==> src/rtl/trace_tx_if.sv <==
// Byte-stream link carrying serialized trace records.
//   tx_valid_o : a byte is being offered (source-driven)
//   tx_data_o  : the offered byte (source-driven)
//   tx_ready_i : the sink takes the byte this cycle (sink-driven)
// A byte moves when tx_valid_o & tx_ready_i are both high on a rising edge.
// Modports: master = byte source (trace_tx), slave = byte sink.
interface trace_tx_if;
  logic       tx_valid_o;
  logic [7:0] tx_data_o;
  logic       tx_ready_i;

  modport master (output tx_valid_o, output tx_data_o, input tx_ready_i);
  modport slave  (input tx_valid_o, input tx_data_o, output tx_ready_i);
endinterface

==> src/rtl/trace_tx.sv <==
// trace_tx: captures one commit record per retired instruction into a small
// FIFO and serializes each record as a variable-length little-endian byte
// stream (9/13/17/21 bytes) on a valid/ready link.
// Ports:
//   clk_i, rstn_i          clock, asynchronous active-low reset
//   en_i, update_i         capture enable and commit strobe
//   pc_i, instr_i          committed PC / instruction word
//   reg_addr_i, reg_data_i destination register (0 = none) and its data
//   mem_wrt_i, mem_addr_i, mem_data_i   store flag, address, data
//   tx                     byte-stream source (trace_tx_if.master)
//   level_o                records queued, including the one being sent
//   overflow_o, drop_cnt_o sticky loss flag and saturating drop counter
//   ovf_clr_i              synchronous clear of overflow_o / drop_cnt_o
module trace_tx #(
  parameter int XLEN  = 32,
  parameter int DEPTH = 8,
  parameter int CNT_W = 16
) (
  input  logic                   clk_i,
  input  logic                   rstn_i,
  input  logic                   en_i,
  input  logic                   update_i,
  input  logic [XLEN-1:0]        pc_i,
  input  logic [XLEN-1:0]        instr_i,
  input  logic [4:0]             reg_addr_i,
  input  logic [XLEN-1:0]        reg_data_i,
  input  logic                   mem_wrt_i,
  input  logic [XLEN-1:0]        mem_addr_i,
  input  logic [XLEN-1:0]        mem_data_i,
  trace_tx_if.master             tx,
  output logic [$clog2(DEPTH):0] level_o,
  output logic                   overflow_o,
  output logic [CNT_W-1:0]       drop_cnt_o,
  input  logic                   ovf_clr_i
);

  localparam int PTR_W = $clog2(DEPTH);

  typedef struct packed {
    logic [XLEN-1:0] pc;
    logic [XLEN-1:0] instr;
    logic [4:0]      reg_addr;
    logic [XLEN-1:0] reg_data;
    logic            mem_wrt;
    logic [XLEN-1:0] mem_addr;
    logic [XLEN-1:0] mem_data;
  } rec_t;

  typedef enum logic [2:0] {
    S_IDLE, S_HDR, S_PC, S_INSTR, S_RD, S_MADDR, S_MDATA
  } state_t;

  // Byte presented for a given field/byte-index of a record.
  function automatic logic [7:0] byte_of(state_t st, logic [1:0] idx, rec_t r);
    logic [7:0] b;
    b = 8'h00;
    case (st)
      S_HDR:   b = {r.mem_wrt, (r.reg_addr != 5'd0), 1'b1, r.reg_addr};
      S_PC:    b = r.pc[{idx, 3'b000} +: 8];
      S_INSTR: b = r.instr[{idx, 3'b000} +: 8];
      S_RD:    b = r.reg_data[{idx, 3'b000} +: 8];
      S_MADDR: b = r.mem_addr[{idx, 3'b000} +: 8];
      S_MDATA: b = r.mem_data[{idx, 3'b000} +: 8];
      default: b = 8'h00;
    endcase
    return b;
  endfunction

  // Field following the current one; S_IDLE means the record is complete.
  function automatic state_t next_field(state_t st, rec_t r);
    state_t n;
    n = S_IDLE;
    case (st)
      S_HDR:   n = S_PC;
      S_PC:    n = S_INSTR;
      S_INSTR: n = (r.reg_addr != 5'd0) ? S_RD : (r.mem_wrt ? S_MADDR : S_IDLE);
      S_RD:    n = r.mem_wrt ? S_MADDR : S_IDLE;
      S_MADDR: n = S_MDATA;
      default: n = S_IDLE;
    endcase
    return n;
  endfunction

  rec_t mem_q [DEPTH];

  logic [PTR_W:0]   wr_ptr_q, wr_ptr_d, rd_ptr_q, rd_ptr_d;
  state_t           state_q, state_d;
  logic [1:0]       idx_q, idx_d;
  logic             tx_valid_q, tx_valid_d;
  logic [7:0]       tx_data_q, tx_data_d;
  logic             overflow_q, overflow_d;
  logic [CNT_W-1:0] drop_cnt_q, drop_cnt_d;

  rec_t           in_rec, head_rec, next_rec;
  logic [PTR_W:0] level;
  logic           full, empty, level_gt1;
  logic [PTR_W-1:0] rd_nxt_idx;
  logic           hs, field_done, last, pop, push_req, push, drop;
  state_t         nxt_field;

  always_comb begin
    in_rec.pc       = pc_i;
    in_rec.instr    = instr_i;
    in_rec.reg_addr = reg_addr_i;
    in_rec.reg_data = reg_data_i;
    in_rec.mem_wrt  = mem_wrt_i;
    in_rec.mem_addr = mem_addr_i;
    in_rec.mem_data = mem_data_i;
  end

  assign level      = wr_ptr_q - rd_ptr_q;
  assign full       = (level == (PTR_W+1)'(DEPTH));
  assign empty      = (level == '0);
  assign level_gt1  = (level > (PTR_W+1)'(1));
  assign rd_nxt_idx = rd_ptr_q[PTR_W-1:0] + PTR_W'(1);
  assign head_rec   = mem_q[rd_ptr_q[PTR_W-1:0]];
  // Record that becomes head after a pop. When only the head is queued, the
  // follower can only be the record being pushed in this same cycle, which
  // is not in the array yet, so take it straight from the inputs.
  assign next_rec   = level_gt1 ? mem_q[rd_nxt_idx] : in_rec;

  assign hs         = tx_valid_q & tx.tx_ready_i;
  assign field_done = (state_q == S_HDR) | (idx_q == 2'd3);
  assign nxt_field  = next_field(state_q, head_rec);
  assign last       = field_done & (nxt_field == S_IDLE);
  assign pop        = hs & last;
  assign push_req   = en_i & update_i;
  // The slot freed by a same-cycle final-byte pop may be reused at once.
  assign push       = push_req & (~full | pop);
  assign drop       = push_req & full & ~pop;

  always_comb begin
    wr_ptr_d = wr_ptr_q + {{PTR_W{1'b0}}, push};
    rd_ptr_d = rd_ptr_q + {{PTR_W{1'b0}}, pop};
  end

  always_comb begin
    overflow_d = overflow_q;
    drop_cnt_d = drop_cnt_q;
    if (ovf_clr_i) begin
      overflow_d = 1'b0;
      drop_cnt_d = '0;
    end else if (drop) begin
      overflow_d = 1'b1;
      if (drop_cnt_q != {CNT_W{1'b1}}) drop_cnt_d = drop_cnt_q + CNT_W'(1);
    end
  end

  // state_q/idx_q name the byte currently held in tx_data_q; the next byte
  // is computed ahead so the output stays a plain register.
  always_comb begin
    state_d    = state_q;
    idx_d      = idx_q;
    tx_valid_d = tx_valid_q;
    tx_data_d  = tx_data_q;
    case (state_q)
      S_IDLE: begin
        if (!empty) begin
          state_d    = S_HDR;
          idx_d      = 2'd0;
          tx_valid_d = 1'b1;
          tx_data_d  = byte_of(S_HDR, 2'd0, head_rec);
        end
      end
      default: begin
        if (hs) begin
          if (!field_done) begin
            idx_d     = idx_q + 2'd1;
            tx_data_d = byte_of(state_q, idx_d, head_rec);
          end else if (!last) begin
            state_d   = nxt_field;
            idx_d     = 2'd0;
            tx_data_d = byte_of(nxt_field, 2'd0, head_rec);
          end else if (level_gt1 | push) begin
            state_d   = S_HDR;
            idx_d     = 2'd0;
            tx_data_d = byte_of(S_HDR, 2'd0, next_rec);
          end else begin
            state_d    = S_IDLE;
            idx_d      = 2'd0;
            tx_valid_d = 1'b0;
            tx_data_d  = 8'h00;
          end
        end
      end
    endcase
  end

  always_ff @(posedge clk_i or negedge rstn_i) begin
    if (!rstn_i) begin
      wr_ptr_q   <= '0;
      rd_ptr_q   <= '0;
      state_q    <= S_IDLE;
      idx_q      <= 2'd0;
      tx_valid_q <= 1'b0;
      tx_data_q  <= 8'h00;
      overflow_q <= 1'b0;
      drop_cnt_q <= '0;
    end else begin
      wr_ptr_q   <= wr_ptr_d;
      rd_ptr_q   <= rd_ptr_d;
      state_q    <= state_d;
      idx_q      <= idx_d;
      tx_valid_q <= tx_valid_d;
      tx_data_q  <= tx_data_d;
      overflow_q <= overflow_d;
      drop_cnt_q <= drop_cnt_d;
    end
  end

  // Record storage; contents are don't-care while the pointers say empty.
  always_ff @(posedge clk_i) begin
    if (push) mem_q[wr_ptr_q[PTR_W-1:0]] <= in_rec;
  end

  assign tx.tx_valid_o = tx_valid_q;
  assign tx.tx_data_o  = tx_data_q;
  assign level_o       = level;
  assign overflow_o    = overflow_q;
  assign drop_cnt_o    = drop_cnt_q;

endmodule

==> src/flat_wrapper.sv <==
// flat-port wrapper written by rule: the top's interface ports become plain ports
module trace_tx_flat 
#(
  parameter int XLEN  = 32,
  parameter int DEPTH = 8,
  parameter int CNT_W = 16
)
  (clk_i, rstn_i, en_i, update_i, pc_i, instr_i, reg_addr_i, reg_data_i, mem_wrt_i, mem_addr_i, mem_data_i, level_o, overflow_o, drop_cnt_o, ovf_clr_i, tx_tx_valid_o, tx_tx_data_o, tx_tx_ready_i);
  trace_tx_if tx_i ();
  input  logic clk_i;
  input  logic rstn_i;
  input  logic en_i;
  input  logic update_i;
  input  logic [XLEN-1:0] pc_i;
  input  logic [XLEN-1:0] instr_i;
  input  logic [4:0] reg_addr_i;
  input  logic [XLEN-1:0] reg_data_i;
  input  logic mem_wrt_i;
  input  logic [XLEN-1:0] mem_addr_i;
  input  logic [XLEN-1:0] mem_data_i;
  output logic [$clog2(DEPTH):0] level_o;
  output logic overflow_o;
  output logic [CNT_W-1:0] drop_cnt_o;
  input  logic ovf_clr_i;
  output wire logic [$bits(tx_i.tx_valid_o)-1:0] tx_tx_valid_o;
  output wire logic [$bits(tx_i.tx_data_o)-1:0] tx_tx_data_o;
  input wire logic [$bits(tx_i.tx_ready_i)-1:0] tx_tx_ready_i;
  assign tx_tx_valid_o = tx_i.tx_valid_o;
  assign tx_tx_data_o = tx_i.tx_data_o;
  assign tx_i.tx_ready_i = tx_tx_ready_i;
  trace_tx #(.XLEN(XLEN), .DEPTH(DEPTH), .CNT_W(CNT_W)) u_core (.clk_i(clk_i), .rstn_i(rstn_i), .en_i(en_i), .update_i(update_i), .pc_i(pc_i), .instr_i(instr_i), .reg_addr_i(reg_addr_i), .reg_data_i(reg_data_i), .mem_wrt_i(mem_wrt_i), .mem_addr_i(mem_addr_i), .mem_data_i(mem_data_i), .tx(tx_i), .level_o(level_o), .overflow_o(overflow_o), .drop_cnt_o(drop_cnt_o), .ovf_clr_i(ovf_clr_i));
endmodule
==> config.mk <==
export PLATFORM = sky130hd
export DESIGN_NAME = trace_tx_flat
export DESIGN_NICKNAME = d
export VERILOG_FILES = /design/src/rtl/trace_tx_if.sv /design/src/rtl/trace_tx.sv /design/src/flat_wrapper.sv
export SDC_FILE = /design/constraint.sdc
export NUM_CORES = 1
export LEC_CHECK = 0
export CAP_MARGIN = 10
export CORE_ASPECT_RATIO = 0.8
export CORE_MARGIN = 3
export CORE_UTILIZATION = 35
export DETAILED_ROUTE_END_ITERATION = 8
export PLACE_DENSITY = 0.63
export SETUP_SLACK_MARGIN = 0.2
export SLEW_MARGIN = 20
export SYNTH_ARGS = -nofsm -noshare
export SYNTH_HDL_FRONTEND = slang
export SYNTH_SLANG_ARGS = --single-unit
==> constraint.sdc <==
create_clock -name clk_i -period 43.8 [get_ports clk_i]
set_input_delay 10.95 -clock clk_i [delete_from_list [all_inputs] [get_ports clk_i]]
set_output_delay 10.95 -clock clk_i [all_outputs]
set_load 0.005 [all_outputs]
==> flow_summary_export.csv <==
group,metric,value,unit
run_status,outcome,"complete, no violations",
sta,period_minus_slack,15.18,ns
detailed_routing,post_drt_via_cell_ratio,5.51,
finish,final_cells,5214,
clock_tree,root_buffer,"clkbuf_16",
yosys,ys_seq_elements,1367,
yosys,seq_area_frac_synth,0.751,
yosys,synth_top_family_by_area,"multiplexers",
placed_design,gp_congestion,0.854,
die,initial_core_util,0.355,
sta,period_share,0.347,
detailed_routing,postRouteAntennaNets,0,
clock_tree,tritoncts,"done",
sta,clock.fmax,0.0659,GHz
yosys,synth_cell_types,79,
run,maxCapViolCount,0,
die,die_h,359,µm
yosys,synth.most_common_cell,"edfxtp_1",
yosys,syn_avg_cell_area,19.4,µm²
yosys,synth_compound_area_frac,0.0468,
finish,area_growth,16.3,%
critical_path,end_kind,"primary output",
sta,worst_slew_pin_slew,1.11,ns
clock_tree,clockBufferDepth,3,
yosys,synth_enable_flop_cells,1328,
clock_tree,ctsResizeCount,0,
global_route,grt_pass1_wl,210000,µm
critical_path,crit_required,32.85,ns
yosys,synthFlopType,"edfxtp_1",
yosys,yosysWarnings,0,
yosys,yosysTopAreaCell,"edfxtp_1",
die,pin_count,202,
global_route,grt_max_degree,126,
yosys,synth_area,0.0544,mm²
global_route,grt_usage,0.181,
sta,hold_viol,0,
pwr,p_leak,19.8,nW
yosys,yosys-top-cells-area,"edfxtp_1, mux4_2, mux2i_1, dfrtp_1, nand2_1",
yosys,postSynthCellCount,2805,
critical_path,path_cells,"inv_1, ha_1, nand3b_1, nand2_1, xnor2_1, clkdlybuf4s50_1",
sta,slew_violations,0,
critical_path,rr_worst_depth,13,
sta,fin_skew,0.0251,ns
detailed_routing,drt_wl_total,146000,µm
critical_path,worst_setup_path_start_kind,"register",
placed_design,dp_hpwl,90400,µm
detailed_routing,vias,28716,
critical_path,worstSetupPathType,"reg2out",
critical_path,cpMaxStageDelayCell,"dfrtp_4",
finish,final_nets,3251,
hold_path,whs_path_depth,2,
detailed_routing,dr.pass1.iters,5,
clock_tree,path_clk_slew,0.06,ns
detailed_routing,drcViolationCount,0,
global_route,first_global_vias,28448,
global_route,antenna_found_initial,34,
clock_tree,cts_setup_buffers,0,
clock_tree,cts-hold-fix-buffers,0,
yosys,synth.net_count,2988,
yosys,synth_mux_area_frac,0.145,
yosys,synth_top_area_frac,0.733,
clock_tree,cts_made_buffers,140,
clock_tree,ctsHtreeMaxLevel,4,
yosys,synth-simple-area-share,0.0347,
yosys,postSynth.asyncResetShare,0.0285,
die,num_rows,128,
finish,layout-drive-gt1-share,0.185,
die,die_area,0.160,mm²
placed_design,place_inst,4940,
detailed_routing,initialDrtViolationCount,3065,
sta,setup_violations,0,
pwr,ir_drop,0.0000455,V
placed_design,port_buffers,201,
clock_tree,clkLatencyLatePin,0.76,ns
sta,grt_setup_unrepaired,"no",
hold_path,min-delay-path-class,"reg2reg",
critical_path,cpPeakStageDelay,0.92,ns
die,fp.coreArea,0.153,mm²
yosys,synthAdderAreaFrac,0.00267,
pwr,p_per_area,63.5,mW/mm²
sta,finalSetupTns,0,ns
global_route,grt-ovfl-total,0,
sta,relSlewSlack,0.262,
critical_path,path_max_fanout,43,
critical_path,arrival,4.23,ns
die,die_w,447,µm
yosys,yosys-top-cells-count,"edfxtp_1, mux4_2, mux2i_1",
yosys,synth-xor-area-share,0.00209,
detailed_routing,wl_per_cell,27.9,µm
clock_tree,clkSinkCount,1367,
-- sequential cells by signal (all words and copies together) (netlist names) --
name                  flops
u_core.overflow_o         1
u_core.drop_cnt_o        16
u_core.state_q            3
u_core.tx.tx_valid_o      1
u_core.idx_q              2
u_core.mem_q           1328
u_core.tx.tx_data_o       8
u_core.wr_ptr_q           4
u_core.rd_ptr_q           4
-- kinds of logic after synthesis --
group | after synthesis
and+or+nand+nor | 399
adders and majority gates | 11
muxes | 471
xor gates and xnor gates | 13
buffers and inverters | 169
AOI/OAI and AO/OA | 375
DFF | 1367
-- stage by stage --
stage                     worst slack, ns  cell area (µm²)  utilization  total power, mW  hold slack, ns
after floorplan                     15.69            54400            -             2.47           0.443
after global placement              28.59            58800        0.384             2.89           0.469
after detailed placement            28.47            58800        0.384             2.90           0.480
after CTS                           28.55            63200        0.412             4.04           0.494
after global routing                28.43            63200        0.413             4.17           0.514
final                               28.62            63300        0.413             4.02           0.496
-- layer usage --
| metal | routed length, µm | track usage |
|---|---|---|
| met1 | 61900 | 0.257 |
| met5 | 92 | 0 |
| met3 | 12500 | 0.0393 |
| met2 | 68300 | 0.282 |
| met4 | 2900 | 0.0481 |
-- power breakdown --
group	internal (mW)	leakage [nW]	switching [mW]
clock network	0.647	2.14	0.495
logic	0.468	5.20	0.800
registers	1.55	12.5	0.0519
-- cells in the final DEF, fill, tap and decap left out, types with 9 or more instances in the layout --
master	count
clkdlybuf4s50_1	200
clkinv_2	28
a221o_1	9
mux2_2	25
o21ai_0	70
clkbuf_1	40
a31oi_1	26
nor3_1	20
inv_1	13
diode_2	12
a22oi_1	55
buf_4	65
edfxtp_1	1328
dfrtp_1	36
nor2b_1	11
a21oi_1	70
nand2b_1	11
ha_1	10
nand2_1	153
clkinv_1	24
nor2_1	73
mux2i_1	194
and3_1	10
o211ai_1	11
buf_12	9
nand4_1	19
a221oi_1	24
mux4_2	248
o22ai_1	26
o31ai_1	9
a211oi_1	15
clkbuf_16	144
nand3_1	43
-- area by class of cell --
| type | count | area (µm²) |
|---|---|---|
| clock inverter | 76 | 642 |
| timing repair buffer | 275 | 2680 |
| sequential | 1367 | 40900 |
| inverter | 15 | 56.3 |
| clock buffer | 185 | 3770 |
| multi-input combinational | 1269 | 12700 |
| tap | 2015 | 2520 |
| fill | 13299 | 90000 |
| antenna | 12 | 30.0 |
-- worst max-delay path, delay by kind of cell, from the launching register on --
kind,cells,cell delay [ns]
xor gates and xnor gates,1,0.74
adders and majority gates,1,0.44
and+or+nand+nor,2,0.17
buffers and inverters,2,1.19
DFF,1,0.92
-- worst paths after layout --
check                      slack [ns]          startpoint              endpoint
setup / recovery                28.62  u_core.rd_ptr_q[1]            level_o[3]
hold / removal                   0.50     u_core.idx_q[1]       u_core.idx_q[1]
setup reg to reg                36.83  u_core.rd_ptr_q[1]   u_core.mem_q[2][46]
hold reg to reg                  0.50     u_core.idx_q[1]       u_core.idx_q[1]
max in group asynchronous       33.25              rstn_i    u_core.rd_ptr_q[2]
min in group asynchronous       10.08              rstn_i  u_core.drop_cnt_o[6]
Power figures use the tool's default switching activity.
